`src/rtl/histo_stream_src.sv`:
```
// ---------------------------------------------------------------------------
// histo_stream_src
//
// Test-pattern frame source for the histogram block's AXI-stream rx port.
// A single-cycle start in IDLE latches the pattern mode, seed and frame
// length. The block then emits frame_len beats and pulses done once. After
// that it returns to IDLE and is ready for the next start.
//
// Parameters
//   P_DW       sample / tdata width in bits
//   P_LW       frame-length field width (max frame 2^P_LW-1 beats)
//
// Ports
//   aclk       sole clock, rising edge
//   areset_n   asynchronous active-low reset
//   start      single-cycle frame request (honoured only in IDLE)
//   mode       0 ramp, 1 constant, 2 alternate, 3 ramp
//   seed       first sample / constant value
//   frame_len  beats in the frame (0 = request ignored)
//   tdata      stream sample (registered)
//   tvalid     stream valid (registered)
//   tlast      final beat marker (registered)
//   tready     stream ready from sink
//   busy       high from the cycle after an accepted start until DONE exits
//   done       one-cycle pulse after the last beat transfers
//   frame_cnt  completed frame count, wraps 255 -> 0
// ---------------------------------------------------------------------------
module histo_stream_src #(
  parameter int P_DW = 4,
  parameter int P_LW = 8
) (
  input  logic            aclk,
  input  logic            areset_n,
  input  logic            start,
  input  logic [1:0]      mode,
  input  logic [P_DW-1:0] seed,
  input  logic [P_LW-1:0] frame_len,
  output logic [P_DW-1:0] tdata,
  output logic            tvalid,
  output logic            tlast,
  input  logic            tready,
  output logic            busy,
  output logic            done,
  output logic [7:0]      frame_cnt
);

  typedef enum logic [1:0] {
    ST_IDLE = 2'd0,
    ST_SEND = 2'd1,
    ST_DONE = 2'd2
  } state_t;

  localparam logic [P_LW-1:0] LW_ZERO = {P_LW{1'b0}};
  localparam logic [P_LW-1:0] LW_ONE  = {{(P_LW-1){1'b0}}, 1'b1};
  localparam logic [P_DW-1:0] DW_ZERO = {P_DW{1'b0}};

  state_t          state_r, state_s;
  logic [1:0]      mode_r, mode_s;
  logic [P_DW-1:0] seed_r, seed_s;
  logic [P_LW-1:0] len_r, len_s;
  logic [P_LW-1:0] idx_r, idx_s;
  logic [P_LW-1:0] idx_inc_s;
  logic [P_DW-1:0] tdata_r, tdata_s;
  logic            tvalid_r, tvalid_s;
  logic            tlast_r, tlast_s;
  logic            busy_r, busy_s;
  logic            done_r, done_s;
  logic [7:0]      cnt_r, cnt_s;

  // Sample value for beat index i of the selected pattern.
  // Ramp wraps silently. Mode 3 falls through to ramp.
  function automatic logic [P_DW-1:0] pattern_sample(
    input logic [1:0]      m,
    input logic [P_DW-1:0] s,
    input logic [P_LW-1:0] i
  );
    logic [P_DW-1:0] idx_w;
    idx_w = P_DW'(i);
    case (m)
      2'd1:    pattern_sample = s;
      2'd2:    pattern_sample = i[0] ? ~s : s;
      default: pattern_sample = s + idx_w;
    endcase
  endfunction

  // Next-state and next-output logic.
  // All outputs are computed here and registered below, so tready reaches
  // tvalid/tdata only through a flop.
  always_comb begin
    state_s   = state_r;
    mode_s    = mode_r;
    seed_s    = seed_r;
    len_s     = len_r;
    idx_s     = idx_r;
    tdata_s   = tdata_r;
    tvalid_s  = tvalid_r;
    tlast_s   = tlast_r;
    busy_s    = busy_r;
    done_s    = 1'b0;
    cnt_s     = cnt_r;
    idx_inc_s = idx_r + LW_ONE;

    case (state_r)
      ST_IDLE: begin
        if (start && (frame_len != LW_ZERO)) begin
          state_s  = ST_SEND;
          mode_s   = mode;
          seed_s   = seed;
          len_s    = frame_len;
          idx_s    = LW_ZERO;
          tdata_s  = pattern_sample(mode, seed, LW_ZERO);
          tvalid_s = 1'b1;
          tlast_s  = (frame_len == LW_ONE);
          busy_s   = 1'b1;
        end else begin
          tvalid_s = 1'b0;
          tlast_s  = 1'b0;
          busy_s   = 1'b0;
        end
      end

      ST_SEND: begin
        if (tvalid_r && tready) begin
          // tlast_r already encodes idx == len-1 for the beat on the bus.
          if (tlast_r) begin
            state_s  = ST_DONE;
            tvalid_s = 1'b0;
            tlast_s  = 1'b0;
            done_s   = 1'b1;
            cnt_s    = cnt_r + 8'd1;
          end else begin
            idx_s   = idx_inc_s;
            tdata_s = pattern_sample(mode_r, seed_r, idx_inc_s);
            tlast_s = (idx_inc_s == (len_r - LW_ONE));
          end
        end else begin
          // Stalled: hold the beat on the bus unchanged.
          tdata_s  = tdata_r;
          tlast_s  = tlast_r;
          tvalid_s = tvalid_r;
        end
      end

      ST_DONE: begin
        state_s  = ST_IDLE;
        busy_s   = 1'b0;
        tvalid_s = 1'b0;
        tlast_s  = 1'b0;
      end

      default: begin
        state_s  = ST_IDLE;
        tvalid_s = 1'b0;
        tlast_s  = 1'b0;
        busy_s   = 1'b0;
      end
    endcase
  end

  // State and output registers, cleared asynchronously.
  always_ff @(posedge aclk or negedge areset_n) begin
    if (!areset_n) begin
      state_r  <= ST_IDLE;
      mode_r   <= 2'd0;
      seed_r   <= DW_ZERO;
      len_r    <= LW_ZERO;
      idx_r    <= LW_ZERO;
      tdata_r  <= DW_ZERO;
      tvalid_r <= 1'b0;
      tlast_r  <= 1'b0;
      busy_r   <= 1'b0;
      done_r   <= 1'b0;
      cnt_r    <= 8'd0;
    end else begin
      state_r  <= state_s;
      mode_r   <= mode_s;
      seed_r   <= seed_s;
      len_r    <= len_s;
      idx_r    <= idx_s;
      tdata_r  <= tdata_s;
      tvalid_r <= tvalid_s;
      tlast_r  <= tlast_s;
      busy_r   <= busy_s;
      done_r   <= done_s;
      cnt_r    <= cnt_s;
    end
  end

  assign tdata     = tdata_r;
  assign tvalid    = tvalid_r;
  assign tlast     = tlast_r;
  assign busy      = busy_r;
  assign done      = done_r;
  assign frame_cnt = cnt_r;

endmodule

```
`config.mk`:
```
export PLATFORM = sky130hd
export DESIGN_NAME = histo_stream_src
export DESIGN_NICKNAME = d
export VERILOG_FILES = /design/src/rtl/histo_stream_src.sv
export SDC_FILE = /design/constraint.sdc
export NUM_CORES = 1
export LEC_CHECK = 0
export BUFFER_PORTS_ARGS = -buffer_cell sky130_fd_sc_hd__buf_2
export CAP_MARGIN = 20
export CORE_MARGIN = 5
export CORE_UTILIZATION = 45
export DETAILED_ROUTE_END_ITERATION = 12
export PLACE_DENSITY = 0.66
export SLEW_MARGIN = 20
export SYNTH_ARGS = -nofsm -noshare
export SYNTH_HDL_FRONTEND = slang
export SYNTH_SLANG_ARGS = --single-unit
```
`constraint.sdc`:
```
create_clock -name aclk -period 3.88 [get_ports aclk]
set_input_delay 0.776 -clock aclk [delete_from_list [all_inputs] [get_ports aclk]]
set_output_delay 0.776 -clock aclk [all_outputs]
set_load 0.01 [all_outputs]
```
==> results of run 1 <==
==> layer usage <==
layer | GRT usage | share of wire | vias to the layer above
met4 | 0.05068 | 0.012 | 0
met5 | 0 | 0 | -
met3 | 0.04628 | 0.056 | 5
met2 | 0.2127 | 0.43 | 35
li1 | - | - | 827
met1 | 0.2174 | 0.50 | 788
==> path summary, 6_finish.rpt <==
check	start	end	cells past startpoint
worst max-delay path	idx_r[0]	tdata[3]	7
worst min-delay path	tdata[0]	tdata[0]	2
worst max register to register	idx_r[0]	tdata[3]	7
worst min register to register	tdata[0]	tdata[0]	2
max in group asynchronous	areset_n	len_r[6]	1
min in group asynchronous	areset_n	tdata[3]	1
==> stage by stage <==
step             util  setup WS, ns
6_report       0.5334         1.389
5_1_grt        0.5334         1.254
4_1_cts        0.5334         1.416
3_5_place_dp   0.5100         1.146
3_3_place_gp   0.5100         1.202
2_1_floorplan       -         1.677
==> power groups by stage <==
stage | sequential (mW) | combinational, mW | clock, mW
global route | 0.710 | 0.950 | 0.370
finish | 0.686 | 0.841 | 0.343
global placement | 0.690 | 0.839 | 0
CTS | 0.684 | 0.850 | 0.353
floorplan | 0.662 | 0.690 | 0
detailed placement | 0.691 | 0.849 | 0
==> cell usage in the layout, fill, tap and decap left out, drive strengths merged, types with 2 or more instances in the layout <==
cell and n:
clkbuf 5, a21o 5, or4 3, and3 3
a221oi 3, dfrtp 40, buf 33, or3 3
nor3 7, o21ai 19, mux2 11, and2 2
nand3b 2, nor4 3, a21oi 11, nor2 8
o31ai 3, a211o 2, nand2 19, ha 8
inv 7, xnor2 18, xor2 8, nand3 4
nand4 3, nor2b 2
==> worst max-delay path, stage by stage, from the launching register on <==
cell,delay [ns]
dfrtp_1,0.62
ha_1,0.30
xor2_1,0.29
ha_1,0.32
a21oi_1,0.19
xnor3_1,0.24
a211o_1,0.32
a21oi_1,0.14
==> cell families (layout without fill, tap and decap cells) <==
kind of cell               count (synthesis)  after routing
AOI/OAI and AO/OA                         49             49
xor gates and xnor gates                  27             27
adders and majority gates                  9              9
buffers and inverters                     13             48
DFF                                       40             40
muxes                                     11             11
and+or+nand+nor                           63             63
==> layout make-up <==
| type | count | share of cell area |
|---|---|---|
| repair buffers | 33 | 0.06512 |
| multi-input cells | 159 | 0.4529 |
| clock inverters | 3 | 0.01677 |
| inverters | 7 | 0.01036 |
| clock buffers | 5 | 0.02713 |
| flip-flops and latches | 40 | 0.3947 |
| well taps | 67 | 0.03305 |
==> flip-flops by register name, indices dropped and copies added, names as in the netlist <==
name / cells
frame_cnt: 8
idx_r: 8
len_r: 8
seed_r: 4
tdata: 4
mode_r: 2
state_r: 2
busy: 1
done: 1
tlast: 1
tvalid: 1
==> flow_summary.json, run 1 <==
{
  "status": "completed",
  "critical_path_required_ns": 4.10,
  "yosys-top-cells-area": "dfrtp_1, xnor2_1, mux2_2, ha_1, o21ai_0",
  "ff2ff_setup_slack_ns": 1.39,
  "p_int_mw": 1.165,
  "multi_input_area_sq_um": 1149,
  "finalSetupViolCount": 0,
  "async_flop_share": 1.000,
  "grt_pass1_wl_um": 7562,
  "crit_path_start_kind": "flip-flop",
  "antenna_cells": 0,
  "synth_top_family_by_area": "simple AND/OR/NAND/NOR gates",
  "coreArea_sq_um": 4755,
  "fin_area_sq_um": 2536,
  "synth_mux_area_frac": 0.05619,
  "worst_slew_margin_rel": 0.4091,
  "switching_share": 0.3768,
  "grt-ovfl-total": 0,
  "syn_nets": 239,
  "wl_per_cell_um": 14.16,
  "placed_cells": 306,
  "ys_seq_area_frac": 0.4540,
  "gp_congestion": 0.7578,
  "tightest_slew_ns": 0.8863,
  "syn_area_sq_um": 2205,
  "fill_cells": 450,
  "numCtsBuffers": 5,
  "fin_crit_ns": 2.491,
  "clock-sinks": 40,
  "synth_adder_area_share": 0.05448,
  "initial_core_util": 0.4637,
  "fin_crit_sh": 0.6421,
  "power_leakage_nw": 1.182,
  "synth_area_per_cell_sq_um": 10.40,
  "clk_path_buf_depth": 2,
  "grt_setup_unrepaired": "no",
  "h-tree-depth": 2,
  "crit_type": "reg -> reg",
  "drc": 0,
  "worstPathArrival_ns": 2.71,
  "fin_setup_tns_ns": 0,
  "post_cts_buffers": 0,
  "synth_top_area_share": 0.4540,
  "synth_edf_count": 0,
  "max_freq_ghz": 0.4014,
  "drive_above_1_share": 0.2348,
  "ys.flop_type": "dfrtp_1",
  "vias": 1655,
  "clock_skew_ns": 0.003245,
  "grt_usage": 0.1508,
  "grt_pass1_vias": 1577,
  "ant_nets": 0,
  "synthesis.instances": 212,
  "synth_compound_area_frac": 0.1442,
  "design.die.area_sq_um": 6399,
  "end_kind": "flip-flop",
  "finalWirelength_um": 4445,
  "postPlaceCellArea_sq_um": 2425,
  "synth_common_cells": "dfrtp_1, nand2_1, xnor2_1",
  "combPwrFrac": 0.450,
  "nets": 273,
  "p_sw_uw": 704.6,
  "cts_tree": "done",
  "dpl.hpwl_um": 3240,
  "holdBufCountCts": 0,
  "fin_cells": 314,
  "maxCapViolCount": 0,
  "areaGrowthSynthToFinish_pct": 15.04,
  "power_frac_clock": 0.184,
  "yosys.area_share.simple": 0.1527,
  "seqCellArea_sq_um": 1001,
  "ys_types": 44,
  "synth.most_common_cell": "dfrtp_1",
  "grt_max_degree": 41,
  "cts_root_buf": "clkbuf_8",
  "yosys.area_share.xor_xnor": 0.1135,
  "final-hold-violation-count": 0,
  "drtIter0Drc": 104,
  "final_max_slew_viol_count": 0,
  "synth_top_area_cell": "dfrtp_1",
  "routed_via_density": 5.271,
  "cts_resized": 0,
  "chipHeight_um": 80.00,
  "drtPass1Iterations": 4,
  "finalHoldWorstSlack_ns": 0.4794,
  "p_per_area_nw_per_um2": 737.3,
  "insertion_delay_ns": 0.30,
  "critPathMaxFanout": 11,
  "portBuffers": 33,
  "core.rowCount": 25,
  "sequentialPowerShare": 0.367,
  "die_x_um": 80.00,
  "antenna_found_initial": 0,
  "peakVddDrop_mv": 0.3489,
  "num_io_pins": 34,
  "ys_seq_elements": 40,
  "yosys_warnings": 0,
  "path_clk_slew_ns": 0.08,
  "power_mw": 1.870,
  "hp-class": "reg -> reg"
}
(Power assumes the default switching activity.)
==> run 2: changes to the inputs <==
Settings changed: ABC_AREA set to 1, PLACE_DENSITY 0.66 to 0.68.
Clock period 3.88 ns to 2 ns, I/O delays scaled along.
==> run 2 against run 1 <==
  * First-iteration DRC count rose by 12%
  * Synthesized area rose by 8.2%
  * Sequential share of layout area fell by 4.0 points
  * Design area rose by 11%
  * Clock power rose by 98%
  * Routed wire length rose by 20%
  * Critical path type unchanged
  * Register-to-register slack got worse by 1.2 ns
  * Setup slack got worse by 1.2 ns
  * Combinational power rose by 31%
  * Maximum frequency rose by 35%
  * Sequential cell count did not move
==> flow_summary.json, run 2 <==
{
  "status": "completed",
  "layout_commonest_cell": "nand2_1",
  "synth_top_area_share": 0.4197,
  "yosys-top-cells-area": "dfrtp_1, nand2_1, inv_1, nor2_1, o21ai_1",
  "drtIter0Drc": 116,
  "coreArea_sq_um": 5140,
  "ff2ff_setup_slack_ns": 0.16,
  "syn_area_sq_um": 2385,
  "portBuffers": 33,
  "grt_pass1_wl_um": 9080,
  "grt_pass1_vias": 2050,
  "peakVddDrop_mv": 0.3595,
  "holdBufCountCts": 0,
  "drc": 0,
  "grt_usage": 0.1736,
  "areaGrowthSynthToFinish_pct": 18.26,
  "antenna_found_initial": 0,
  "ys_types": 28,
  "end_kind": "flip-flop",
  "die_x_um": 82.80,
  "initial_core_util": 0.4640,
  "syn_nets": 353,
  "fin_setup_tns_ns": 0,
  "drive_above_1_share": 0.1789,
  "max_freq_ghz": 0.5427,
  "final-hold-violation-count": 0,
  "insertion_delay_ns": 0.30,
  "vias": 2183,
  "finalWirelength_um": 5337,
  "clock-sinks": 40,
  "clock_skew_ns": 0.007077,
  "critical_path_required_ns": 2.24,
  "worst_slew_margin_rel": 0.7022,
  "place_worst_setup_slack_ns": 0.06065,
  "grt-ovfl-total": 0,
  "path_clk_slew_ns": 0.09,
  "synth_top_area_cell": "dfrtp_1",
  "synth.most_common_cell": "nand2_1",
  "fin_area_sq_um": 2820,
  "fin_crit_sh": 0.9213,
  "cts_tree": "done",
  "cts_root_buf": "clkbuf_8",
  "power_leakage_nw": 1.501,
  "ant_nets": 0,
  "ys_seq_elements": 40,
  "postPlaceCellArea_sq_um": 2673,
  "setup_ws_ns": 0.1574,
  "rr_worst_depth": 11,
  "worstPathArrival_ns": 2.08,
  "yosys_warnings": 0,
  "tightest_slew_ns": 0.4467,
  "chipHeight_um": 82.80,
  "routed_via_density": 4.973,
  "synth_common_cells": "nand2_1, dfrtp_1, inv_1",
  "grt_max_degree": 24,
  "p_per_area_nw_per_um2": 1016,
  "clk_path_buf_depth": 2,
  "gp_congestion": 0.8387,
  "design.die.area_sq_um": 6855,
  "crit_type": "reg -> reg",
  "finalHoldWorstSlack_ns": 0.03543,
  "final_max_slew_viol_count": 0,
  "crit_path_start_kind": "flip-flop",
  "maxCapViolCount": 0,
  "numCtsBuffers": 5,
  "hp-class": "in -> async",
  "synth_edf_count": 0,
  "final_cell_mix": "nand2_1, dfrtp_1, inv_1, buf_2, nor2_1",
  "core.rowCount": 26,
  "antenna_cells": 0,
  "r2r-end": "tdata[3]",
  "h-tree-depth": 2,
  "num_io_pins": 34,
  "synthesis.instances": 326,
  "ys.flop_type": "dfrtp_1",
  "nets": 395,
  "wl_per_cell_um": 12.16,
  "finalCoreUtilization": 0.5487,
  "synth_area_per_cell_sq_um": 7.315,
  "dpl.hpwl_um": 4126,
  "async_flop_share": 1.000,
  "finalSetupViolCount": 0,
  "drtPass1Iterations": 4,
  "reg2reg_from": "idx_r[0]",
  "fin_crit_ns": 1.843,
  "ys_seq_area_frac": 0.4197,
  "critPathMaxFanout": 5,
  "grt_setup_unrepaired": "no"
}
[run 2: changes by cell type in the layout (fill, tap and decap cells not counted), moves of 9 or more]
| cell | previous run | this run |
|---|---|---|
| inv_1 | 7 | 33 |
| nand3_1 | 3 | 21 |
| nand2_1 | 19 | 110 |
| o21ai_0 | 17 | 5 |
| inv_2 | 0 | 9 |
| xnor2_1 | 18 | 4 |
| o21ai_1 | 1 | 23 |
| nor2_1 | 8 | 31 |
| mux2_2 | 11 | 0 |
[run 2: area by class of cell]
class / instances / area, sq um
Timing Repair Buffer: 39 / 222.7
Tap cell: 70 / 87.58
Clock buffer: 5 / 68.82
Fill cell: 519 / 2320
Inverter: 42 / 157.7
Multi-Input combinational cell: 240 / 1236
Clock inverter: 3 / 46.29
Sequential cell: 40 / 1001
[run 2: timing repair]
action / in CTS / in global routing
setup endpoints to repair: 0 / 3
resized for setup: 0 / 5
buffers inserted: 0 / 1
[run 2: logic make-up after synthesis]
logic type      share of synthesized area
mux                              0.008919
simple gates                       0.3006
fa+ha+maj                         0.05037
xor+xnor                          0.04040
compound gates                     0.1076
flops                              0.4197
buf+inv                           0.07240
[run 2: report_power, final]
group / internal [mW] / switching (mW)
Clock: 0.376 / 0.303
Sequential: 0.956 / 0.131
Combinational: 0.451 / 0.648
Total: 1.78 / 1.08
[run 2: layer usage]
metal,track usage,routed length [um],vias up,part of all wire
li1,-,-,1130,-
met1,0.2234,2480,1006,0.46
met2,0.2941,2546,38,0.48
met3,0.03780,232,9,0.043
met4,0.04739,77,0,0.014
met5,0,0,-,0
[run 2: worst max path at each step]
stage	startpoint	end	slack [ns]	depth (start not counted)
after floorplan	idx_r[0]	tdata[2]	0.18	7
after global placement	idx_r[0]	tdata[3]	0.16	11
after detailed placement	idx_r[0]	tdata[3]	0.06	11
after CTS	idx_r[0]	tdata[3]	0.03	11
after global routing	idx_r[0]	tdata[3]	0.01	11
final	idx_r[0]	tdata[3]	0.16	11
[run 2: critical path, cell delays in order (launching register included)]
cell     delay (ns)
dfrtp_1        0.43
ha_2           0.22
nand2_1        0.10
inv_1          0.09
nor2_4         0.13
ha_4           0.22
a21oi_1        0.15
nand2_1        0.08
nor3b_1        0.14
o21ai_1        0.13
nand2_1        0.06
nand2_1        0.05
[run 2: per-stage QoR]
stage                     power (mW)  std cells
after floorplan                1.827        326
after global placement         2.104        430
after detailed placement       2.132        430
after CTS                      2.815        438
after global routing           3.123        439
final                          2.865        439
